--- src/rtl/serial_subtractor8.sv ---
// Bit-serial subtractor: diff = a - b - b_in, one bit per clock, LSB first.
// The result and flags are registered and held until the next operation completes.
module serial_subtractor8 #(
    parameter int WIDTH = 8
) (
    input  logic             clk,
    input  logic             rst,
    input  logic             start,
    input  logic [WIDTH-1:0] a,
    input  logic [WIDTH-1:0] b,
    input  logic             b_in,
    output logic             busy,
    output logic             done,
    output logic [WIDTH-1:0] diff,
    output logic             b_out,
    output logic             overflow,
    output logic             zero
);
    localparam int CW = $clog2(WIDTH);

    typedef enum logic [1:0] {S_IDLE, S_SUB, S_DONE} state_t;

    state_t           r_state;
    logic [WIDTH-1:0] r_a, r_b, r_res;
    logic             r_br, r_amsb, r_bmsb;
    logic [CW-1:0]    r_cnt;
    logic             r_busy, r_done, r_bout, r_ovf, r_zero;
    logic [WIDTH-1:0] r_diff;

    logic             w_ai, w_bi, w_d, w_br_nxt, w_last;
    logic [WIDTH-1:0] w_res;

    assign w_ai     = r_a[0];
    assign w_bi     = r_b[0];
    assign w_d      = w_ai ^ w_bi ^ r_br;
    assign w_br_nxt = (~w_ai & w_bi) | (~(w_ai ^ w_bi) & r_br);
    // New bit enters at the MSB; after WIDTH shifts bit 0 has reached position 0.
    assign w_res    = {w_d, r_res[WIDTH-1:1]};
    assign w_last   = (r_cnt == CW'(WIDTH-1));

    always_ff @(posedge clk) begin
        if (rst) begin
            r_state <= S_IDLE;
            r_a     <= '0;
            r_b     <= '0;
            r_res   <= '0;
            r_br    <= 1'b0;
            r_amsb  <= 1'b0;
            r_bmsb  <= 1'b0;
            r_cnt   <= '0;
            r_busy  <= 1'b0;
            r_done  <= 1'b0;
            r_diff  <= '0;
            r_bout  <= 1'b0;
            r_ovf   <= 1'b0;
            r_zero  <= 1'b0;
        end else begin
            case (r_state)
                S_IDLE, S_DONE: begin
                    r_done <= 1'b0;
                    if (start) begin
                        r_a     <= a;
                        r_b     <= b;
                        r_br    <= b_in;
                        r_amsb  <= a[WIDTH-1];
                        r_bmsb  <= b[WIDTH-1];
                        r_cnt   <= '0;
                        r_res   <= '0;
                        r_busy  <= 1'b1;
                        r_state <= S_SUB;
                    end else begin
                        r_state <= S_IDLE;
                    end
                end
                S_SUB: begin
                    r_a   <= r_a >> 1;
                    r_b   <= r_b >> 1;
                    r_br  <= w_br_nxt;
                    r_res <= w_res;
                    r_cnt <= r_cnt + CW'(1);
                    if (w_last) begin
                        r_state <= S_DONE;
                        r_busy  <= 1'b0;
                        r_done  <= 1'b1;
                        r_diff  <= w_res;
                        r_bout  <= w_br_nxt;
                        r_ovf   <= (r_amsb != r_bmsb) & (w_d != r_amsb);
                        r_zero  <= (w_res == '0);
                    end
                end
                default: r_state <= S_IDLE;
            endcase
        end
    end

    assign busy     = r_busy;
    assign done     = r_done;
    assign diff     = r_diff;
    assign b_out    = r_bout;
    assign overflow = r_ovf;
    assign zero     = r_zero;
endmodule

--- config.mk ---
export PLATFORM = sky130hd
export DESIGN_NAME = serial_subtractor8
export DESIGN_NICKNAME = d
export VERILOG_FILES = /design/src/rtl/serial_subtractor8.sv
export SDC_FILE = /design/constraint.sdc
export NUM_CORES = 1
export LEC_CHECK = 0
export BUFFER_PORTS_ARGS = -buffer_cell sky130_fd_sc_hd__buf_2
export CORE_UTILIZATION = 30
export CTS_CLUSTER_DIAMETER = 120
export CTS_CLUSTER_SIZE = 40
export DETAILED_ROUTE_END_ITERATION = 10
export PLACE_DENSITY = 0.59
export SYNTH_ARGS = -nofsm -noshare
export SYNTH_HDL_FRONTEND = slang
export SYNTH_SLANG_ARGS = --single-unit
--- constraint.sdc ---
create_clock -name clk -period 1.93 [get_ports clk]
set_input_delay 0.0965 -clock clk [delete_from_list [all_inputs] [get_ports clk]]
set_output_delay 0.0965 -clock clk [all_outputs]
set_load 0.005 [all_outputs]
**Yosys cells after proc, flatten, opt, wreduce, memory -nomap -nowiden**

Cells that the tools add are included.

- Logic and storage cells: 57
- Register bits: 45
- Input bits: 20
- Output and inout port bits: 13

- Add/sub/neg operators: 1
- Equal/unequal tests: 7
- Muxes and demuxes: 18
- Reduce and logical (&&, ||, !) cells: 9
- Bitwise logic cells: 8

Operators by type and width:

| kind | number |
|---|---|
| 8-bit case mux with 2 select lines | 3 |
| 8-bit 2-to-1 mux | 3 |
| 8-bit logical NOT | 1 |
| 2-bit AND reduction | 4 |
| 1-bit case mux with 2 select lines | 3 |
| 3-bit case mux with 2 select lines | 1 |
| 1-bit 2-to-1 mux | 5 |
| 2-bit inequality test, second input constant | 2 |
| 2-bit case mux with 2 select lines | 1 |
| 3-bit by 1-bit adder with 3-bit output, second input constant | 1 |
| 1-bit bitwise AND | 3 |
| 3-bit equality test, second input constant | 1 |
| 3-bit 2-to-1 mux | 1 |
| 3-bit AND reduction | 1 |
| 2-bit by 1-bit equality test with 1-bit output, second input constant | 1 |
| 2-bit equality test, second input constant | 1 |
| 2-bit logical NOT | 1 |
| 2-bit 2-to-1 mux | 1 |
| 1-bit inequality test | 2 |
| 1-bit NOT | 2 |
| 2-bit nonzero test | 1 |
| 2-bit OR reduction | 1 |
| 1-bit bitwise XOR | 2 |
| 1-bit OR | 1 |

**Logic depth before layout (Yosys ltp)**

- Depth in word-level cells: 5
- Mapped depth: 6

**Worst setup path before layout**

No wires, ideal clock.

- Kind: register -> register
- From: register r_a[0]
- To: register r_ovf, in the netlist overflow
- Arrival: 1485 ps
- Period minus slack after synthesis: 1576 ps
- Path slack: 354 ps
- Cell stages (with the launch flop): 5
- Setup time: 91 ps
- Cells stage by stage: dfxtp_1 > inv_1 > fa_1 > or3b_1 > a311oi_1

- Word-level cells in the longest chain between the ends: 4

Ends and longest elaborated chain:

| element | line | source |
|---|---|---|
| from (decl) | 24 | `logic [WIDTH-1:0] r_a, r_b, r_res;` |
| from (signal assigned) | 76 | `r_a <= r_a >> 1;` |
| 1-bit bitwise XOR (2 in series) | 35 | `assign w_d = w_ai ^ w_bi ^ r_br;` |
| 1-bit inequality test | 87 | `r_ovf <= (r_amsb != r_bmsb) & (w_d != r_amsb);` |
| 1-bit bitwise AND | 87 |  |
| to (signal assigned) | 87 |  |
| to (decl) | 27 | `logic r_busy, r_done, r_bout, r_ovf, r_zero;` |

No other way between the ends.
A chain may end at the register's enable or synchronous reset.

**Final worst setup path**

Ends and elaborated chain as after synthesis.

==> flow_summary.ini <==
[layout]
multiInputGateArea_um2 = 766
post_route_cells_drive_above_1_share_pct = 20.3
layout.core_utilization_pct = 36.6
finalNetCount = 255
stdcell_area_um2 = 2050
ff_latch_area_um2 = 881
n_fill_cell = 598
area_growth_syn_to_layout_pct = 16.0
final_cell_mix = sky130_fd_sc_hd__dfxtp_1, sky130_fd_sc_hd__a21oi_1, sky130_fd_sc_hd__buf_2
antenna_cells_inserted = 0
mostFrequentLayoutCell = sky130_fd_sc_hd__dfxtp_1

[synth]
seq_area_frac_synth_pct = 49.8
synthDominantAreaCellType = sky130_fd_sc_hd__dfxtp_1
postSynthRegisterBits = 44
synth.distinct_cells = 26
mappedNetlistNets = 226
synthDominantCellAreaShare_pct = 49.8
yosys-top-cells-area = sky130_fd_sc_hd__dfxtp_1, sky130_fd_sc_hd__a21oi_1, sky130_fd_sc_hd__nand3_1, sky130_fd_sc_hd__nand2_1, sky130_fd_sc_hd__a22oi_1
synth-warning-count = 0
netlist_area_um2 = 1770
syn_area_per_cell_um2 = 8.76
synth_cells = 202

[sta]
worst-slew-pin-transition_ns = 0.456
finalMaxSlewViolations = 0
grt_setup_unrepaired = no
timing.final.crit_share_pct = 85.4
hold_viol = 0
slew_headroom_pct = 69.5
fmax_mhz = 607
finClkSkew_ns = 0.00567
finalCriticalPeriod_ns = 1.65
setup_viol = 0
totalNegativeSetupSlack_ns = 0

[setup_path]
cp_data_required_time_ns = 2.14
kind_of_critical_path = reg -> reg
crit_path_start_kind = flip-flop
end_kind = flip-flop
worst-path-max-fanout = 3
critPathArrivalTime_ns = 1.86
length_in_cells_of_the_worst_reg_to_reg_path = 4

[grt]
grt_pass1_vias = 1413
grt_antenna_before_repair = 0
grt.total_usage_pct = 13.4
grt_pass1_wl_um = 6560
globalRouteOverflowTotal = 0
grt_start_max_net_pins = 25

[placed_design]
placedInstanceArea_um2 = 1960
routabilityCongestion = 0.759
place_hpwl_um = 2600
port_buffers = 32

[clocking]
insertion_delay_ns = 0.29
cts_root_buf = sky130_fd_sc_hd__clkbuf_8
cts.htree.levels = 2
postCtsSetupBuffers = 0
tritoncts = built
cts-root-to-sink-buffers = 2
cts_num_sinks = 44
path_clk_slew_ns = 0.08
cts.repair.resized = 0
tritoncts.num_buffers = 5
cts-hold-fix-buffers = 0

[floorplanning]
die_area_um2 = 6210
die_height_um = 78.8
ioPinCount = 33
core_area_um2 = 5610
die_w_um = 78.8
initial_core_util_pct = 31.6
std_cell_rows = 27

[drt]
drt.antenna.violating_nets = 0
firstDrtPassIters = 5
post-route-drc-count = 0
routed-via-count = 1480
initialDrtViolationCount = 60
drt-wirelength-per-cell_um = 12.8
drt-vias-per-instance = 4.87
route.final.wire_length_um = 3890

[power_and_ir_drop]
static-leakage-power_nw = 0.773
ir_worst_vdd_mv = 0.368
p_per_area_nw_per_um2 = 848
total_power_mw = 1.74

[status]
status = completed

[worst_hold_path]
timing.hold.worst_path_depth = 3
worstHoldPathType = in -> reg

[job]
max-cap-violations = 0
-- synthesized netlist by cell type (all sizes together) --
| cell type | instances |
|---|---|
| fa | 2 |
| or3b | 1 |
| nor3b | 1 |
| a22oi | 14 |
| o21a | 1 |
| a21oi | 39 |
| nor2 | 5 |
| dfxtp | 44 |
| a2bb2oi | 1 |
| nand3 | 28 |
| o21ai | 1 |
| ha | 2 |
| a311oi | 1 |
| clkbuf | 5 |
| buf | 12 |
| and2b | 1 |
| nand2 | 29 |
| nor4 | 2 |
| nand3b | 2 |
| nand2b | 4 |
| and3b | 1 |
| a211oi | 1 |
| nor2b | 1 |
| inv | 4 |
-- stage by stage --
step                std cells  setup WS (ns)  hold slack [ns]
global placement          296          0.333            0.374
floorplan                 202          0.354            0.255
detailed placement        296          0.276            0.382
global route              304          0.163           0.0817
finish                    304          0.281           0.0770
CTS                       304          0.262           0.0770
-- worst paths after layout --
| kind | slack (ns) | end | startpoint |
|---|---|---|---|
| setup reg to reg | 0.28 | overflow | r_a[0] |
| hold reg to reg | 0.45 | diff[0] | diff[0] |
| setup / recovery | 0.28 | overflow | r_a[0] |
| hold / removal | 0.08 | r_bmsb | b[7] |
-- registers in the layout, summed over array words and instances (netlist names) --
signal    count
r_amsb        1
b_out         1
r_res         7
r_br          1
overflow      1
r_b           8
r_a           8
r_state       2
done          1
r_bmsb        1
diff          8
busy          1
r_cnt         3
zero          1
-- cells by family after synthesis --
logic type / after synthesis / share of synthesized area [%]
buffers and inverters: 21 / 7.00
AO/OA/AOI/OAI: 58 / 19.1
AND/OR/NAND/NOR: 75 / 20.5
adder cells (fa/ha/maj): 4 / 3.67
flip-flops: 44 / 49.8
-- cell type report --
cell class,count,area share [%]
clock buffers,8,4.38
inverters,4,0.731
multi-input cells,137,37.3
flip-flops and latches,44,42.9
well taps,72,4.38
repair buffers,39,10.4
-- worst max-delay path: stages (launching register included) --
cell and delay, ns:
sky130_fd_sc_hd__dfxtp_1 0.38, sky130_fd_sc_hd__inv_1 0.08, sky130_fd_sc_hd__fa_1 0.50, sky130_fd_sc_hd__or3b_1 0.36, sky130_fd_sc_hd__a311oi_1 0.25
-- layer usage --
metal / global-route usage (%) / part of all wire (%)
met3: 4.83 / 5.0
met5: 0 / 0
met1: 17.6 / 51
met2: 20.9 / 43
met4: 3.27 / 1.0
-- power by group --
part / switching, mW / internal [mW] / total [mW]
Combinational: 0.111 / 0.0769 / 0.188
Sequential: 0.0236 / 0.942 / 0.966
Clock: 0.296 / 0.292 / 0.589
Note: power is estimated with default switching activity, not from simulation.
